--- src/rtl/reg_file_cc.sv ---
// rtl/reg_file_cc.sv - general-purpose register file with NZP condition codes and branch-enable flag
module reg_file_cc #(
  parameter int WIDTH  = 16,
  parameter int ADDR_W = 3
) (
  input  logic             Clk,
  input  logic             Reset_n,
  input  logic [WIDTH-1:0] BUS,
  input  logic [15:0]      IR,
  input  logic             DRMUX,
  input  logic             SR1MUX,
  input  logic             LD_REG,
  input  logic             LD_CC,
  input  logic             LD_BEN,
  output logic [WIDTH-1:0] SR1OUT,
  output logic [WIDTH-1:0] SR2OUT,
  output logic [2:0]       NZP,
  output logic             BEN
);

  localparam int NREG = 2 ** ADDR_W;

  logic [WIDTH-1:0]  regs [NREG];
  logic [ADDR_W-1:0] dest;
  logic [ADDR_W-1:0] sr1_idx;
  logic [ADDR_W-1:0] sr2_idx;
  logic [2:0]        nzp_q;
  logic [2:0]        nzp_next;
  logic              ben_q;

  // Destination is either the IR DR field or the top register (link register).
  assign dest    = DRMUX ? '1 : IR[11:9];
  assign sr1_idx = SR1MUX ? IR[8:6] : IR[11:9];
  assign sr2_idx = IR[2:0];

  // Reads are combinational with no write bypass: a same-cycle write shows up after the edge.
  assign SR1OUT = regs[sr1_idx];
  assign SR2OUT = regs[sr2_idx];
  assign NZP    = nzp_q;
  assign BEN    = ben_q;

  // Classify BUS into exactly one of negative / zero / positive.
  always_comb begin
    nzp_next = 3'b001;
    if (BUS[WIDTH-1]) begin
      nzp_next = 3'b100;
    end else if (BUS == '0) begin
      nzp_next = 3'b010;
    end
  end

  // Register array writeback from BUS; reset clears every entry.
  always_ff @(posedge Clk or negedge Reset_n) begin
    if (!Reset_n) begin
      for (int i = 0; i < NREG; i++) begin
        regs[i] <= '0;
      end
    end else if (LD_REG) begin
      regs[dest] <= BUS;
    end
  end

  // Condition codes come out of reset as Z so they stay one-hot from the start.
  always_ff @(posedge Clk or negedge Reset_n) begin
    if (!Reset_n) begin
      nzp_q <= 3'b010;
    end else if (LD_CC) begin
      nzp_q <= nzp_next;
    end
  end

  // BEN samples the pre-edge NZP, so a simultaneous LD_CC does not affect it.
  always_ff @(posedge Clk or negedge Reset_n) begin
    if (!Reset_n) begin
      ben_q <= 1'b0;
    end else if (LD_BEN) begin
      ben_q <= |(IR[11:9] & nzp_q);
    end
  end

endmodule

--- config.mk ---
export PLATFORM = sky130hd
export DESIGN_NAME = reg_file_cc
export DESIGN_NICKNAME = d
export VERILOG_FILES = /design/src/rtl/reg_file_cc.sv
export SDC_FILE = /design/constraint.sdc
export NUM_CORES = 1
export LEC_CHECK = 0
export CAP_MARGIN = 20
export CORE_MARGIN = 3
export CORE_UTILIZATION = 65
export CTS_BUF_LIST = sky130_fd_sc_hd__clkbuf_2 sky130_fd_sc_hd__clkbuf_4 sky130_fd_sc_hd__clkbuf_8
export CTS_CLUSTER_DIAMETER = 50
export CTS_CLUSTER_SIZE = 8
export DETAILED_ROUTE_END_ITERATION = 8
export DONT_BUFFER_PORTS = 1
export PLACE_DENSITY = 0.83
export SYNTH_ARGS = -nofsm -noshare
export SYNTH_HDL_FRONTEND = slang
export SYNTH_SLANG_ARGS = --single-unit
--- constraint.sdc ---
create_clock -name Clk -period 3.43 [get_ports Clk]
set_input_delay 0.686 -clock Clk [delete_from_list [all_inputs] [get_ports Clk]]
set_output_delay 0.686 -clock Clk [all_outputs]
set_load 0.01 [all_outputs]
======== After elaboration in Yosys (flattened, before gate mapping) ========
Cells that the tools add are included.
storage, ports and cells
  flip-flop bits (word level) ............. 132
  output and inout bits ................... 36
  word-level logic and storage cells ...... 34
cells by class
  $lt $le $gt $ge ......................... 4
  multiplexer cells ....................... 13
  bitwise logic cells ..................... 4
  reductions and logical operators ........ 3
operators by type and width
  operator                                                                      count
  128-bit bitwise mux                                                           1
  16-bit binary-select mux with 3-bit select                                    2
  16-bit 2-to-1 mux                                                             5
  16-bit demux with 3-bit select                                                1
  16-bit zero test                                                              1
  4-bit >= comparator, second input constant                                    3
  3-bit inverter with 4-bit output                                              3
  3-bit 2-to-1 mux                                                              3
  4-bit by 1-bit less-than comparator with 1-bit output, second input constant  1
  3-bit AND                                                                     1
  3-bit OR reduction                                                            1
  2-bit 2-to-1 mux                                                              1
  1-bit logical AND                                                             1

======== Logic depth before layout (Yosys ltp) ========
  word-level depth ........................ 7
  mapped depth ............................ 6
  mapped depth without buffers ............ 4

======== Worst setup path before layout ========
No wires, ideal clock.
  path kind ............................... input to output
  start ................................... in SR1MUX
  end ..................................... out SR1OUT[13]
  data arrival time ....................... 2.036 ns
  data required time ...................... 2.744 ns
  slack ................................... 0.708 ns
  stages on the path ...................... 6
  path buffers ............................ 2
  cell sequence ........................... buf_6 mux2i_4 buf_6 mux4_1 nand2_1 nand2_1
on the way
  longest elaborated chain between the ends .. 5
ends and longest elaborated chain
  what                                                    RTL line  text
  start, declared                                         11        input logic SR1MUX,
  3-bit 2-to-1 mux                                        33        assign sr1_idx = SR1MUX ? IR[8:6] : IR[11:9];
  3-bit inverter with 4-bit output (implied by the code)  37        assign SR1OUT = regs[sr1_idx];
  16-bit binary-select mux with 3-bit select              37
  16-bit 2-to-1 mux (implied by the code) (2 in a row)    37
  end, declared                                           15        output logic [WIDTH-1:0] SR1OUT,
Every way passes these cells. The select of a mux whose other input is x is not followed.

======== Final worst setup path ========
  start ................................... in SR1MUX
  end ..................................... out SR1OUT[4]
The elaborated chain is that of the path after synthesis.

==> flow_summary.ini <==
[synthesis]
synth_top_cell_by_area = dfrtp_1
synth_warnings = 0
yosysTopAreaCellShare_pct = 46.29
synth_common_cells = 146 x mux2_2, 131 x dfrtp_1, 48 x mux4_2, 48 x nand2_1
ys_seq_elements = 132
synth_top_flop_cell = dfrtp_1
synthCells = 456
avgSynthCellArea_um2 = 15.53
synth_edf_count = 0
async_flop_share_pct = 100.0
syn_nets = 495
syn_area_um2 = 7082
yosysUniqueCellTypes = 33
synth.area.top_cells = dfrtp_1 46%, mux2_2 23%, mux4_2 15%
ys_seq_area_share_pct = 46.66
synth_most_common_cell = mux2_2

[run_status]
status = finished with violations
violations = negative hold slack

[drt]
via_count = 4139
antenna_left = 0
wl_per_cell_um = 25.61
vias_per_cell = 6.875
drt_iter0_markers = 282
drc = 0
drt-total-wl_mm = 15.42
first_pass_iters = 5

[clocking]
cts_tree = built
htreeDepth = 4
numCtsBuffers = 17
cts_setup_buffers = 0
cts.sinks = 132
clock_latency_ps = 440
cts_buffer_depth = 2
root_buffer = clkbuf_8
cts_resized = 0
clk_pin_slew_ps = 80

[placed_design]
numPortBuffers = 0
dp_cells = 570
place_hpwl_mm = 9.396
gp_congestion = 0.7789

[timing]
finalHoldViolations = 131
fmax_mhz = 373.2
drv_slew = 0
min_period_over_period_pct = 78.13
setup_viol = 0
period_minus_slack_ps = 2680
tightest_slew_ps = 1017
skew_ps = 1.232
rsz0062_at_grt = no
hold_ws_ps = -70.13
maxSlewHeadroom_pct = 32.20
tns_ps = 0

[floorplanning]
initial_utilization_pct = 67.69
pin_count = 75
die_w_um = 110.4
num_rows = 37
die_h_um = 110.4
core_area_um2 = 10460
die-area_um2 = 12180

[worst_setup_path]
cpMostUsedCell = nand2_1
cp_cell_sequence = mux2i_4, buf_12, mux4_1, nand2_1, nand2_1
end_kind = output pin
worstPathArrival_ps = 1990
crit_slowest_cell = mux4_1
critPathLaunchType = primary input
critPathKind = primary input to output pin
worstPathRequired_ps = 2740
slowest_delay_ps = 600
worst-path-max-fanout = 33

[power_and_ir_drop]
power_density_nw_per_um2 = 591.9
power.leakage_uw = 0.003226
ir_drop_mv = 0.5795
power_uw = 4496

[layout]
nets = 492
utilization_pct = 72.60
layout.cells.non_filler = 602
diodes = 0
n_fill_cell = 660
area_growth_pct = 7.262
final_layout_size_suffix_gt1_share_pct = 52.79

[grt]
grt_max_degree = 133
grt_pass1_vias = 4473
antenna_found_initial = 0
overflow = 0
track_usage_pct = 27.75
grt_pass1_wl_mm = 24.33

[flow_run]
max-cap-violations = 0

[hold_path]
worstHoldPathType = primary input to async pin
-- per-stage QoR --
stage          setup slack [ps]  area (um^2)
2_1_floorplan             707.9         7082
6_report                  750.3         7596
4_1_cts                   741.1         7596
3_5_place_dp              743.2         7177
5_1_grt                   671.0         7596
3_3_place_gp              743.8         7177
-- sequential cells by signal, summed over array words and instances (netlist names) --
signal  cells
BEN         1
NZP         3
regs      128
-- final timing paths --
kind | startpoint | to | slack (ps) | depth (start not counted)
max | SR1MUX | SR1OUT[4] | 750 | 5
min | Reset_n | regs[17] | -70 | 0
max reg2reg | NZP[1] | BEN | 2470 | 2
min reg2reg | regs[21] | regs[21] | 520 | 1
max in group asynchronous | Reset_n | NZP[1] | 3290 | 0
min in group Clk | LD_BEN | BEN | 320 | 1
-- cell usage in the layout, fill, tap and decap left out, drive strengths merged, types with 2 or more instances in the layout --
cell type	n
bufinv	3
clkinvlp	4
buf	9
nand3b	3
clkinv	6
and3	2
o21ai	5
mux4	63
nor4	4
clkbuf	19
nor2	3
nand2	48
mux2	147
mux2i	3
nor3b	3
dfrtp	131
nand2b	2
a21oi	2
-- logic make-up after synthesis --
family	Yosys count	synth area share, %
buf+inv	32	2.597
compound gates	12	1.131
flops	132	46.66
simple gates	67	4.806
mux	213	44.81
-- routing by layer --
layer	vias up	track usage (%)	part of all wire [%]
met5	-	0	0
li1	1765	-	-
met3	29	8.445	7.4
met1	2201	35.16	40
met4	0	8.883	1.8
met2	144	46.32	51
-- critical path: cells and delay by family --
kind | cells | cell delay (ps)
multiplexers | 2 | 820
AND/OR/NAND/NOR | 2 | 180
buffers and inverters | 1 | 280
-- layout make-up --
class / count / area, um^2 / share of cell area, %
tap: 136 / 170.2 / 2.240
sequential: 132 / 3304 / 43.50
multi-input combinational: 292 / 3606 / 47.47
clock inverter: 13 / 157.7 / 2.075
clock buffer: 19 / 261.5 / 3.443
inverter: 1 / 3.754 / 0.04942
timing repair buffer: 9 / 92.59 / 1.219
-- where the power goes --
group	switching [uW]	total (uW)	internal (uW)
combinational	336	984	648
sequential	252	2150	1900
clock	608	1360	752
Note: power is estimated with default switching activity, not from simulation.
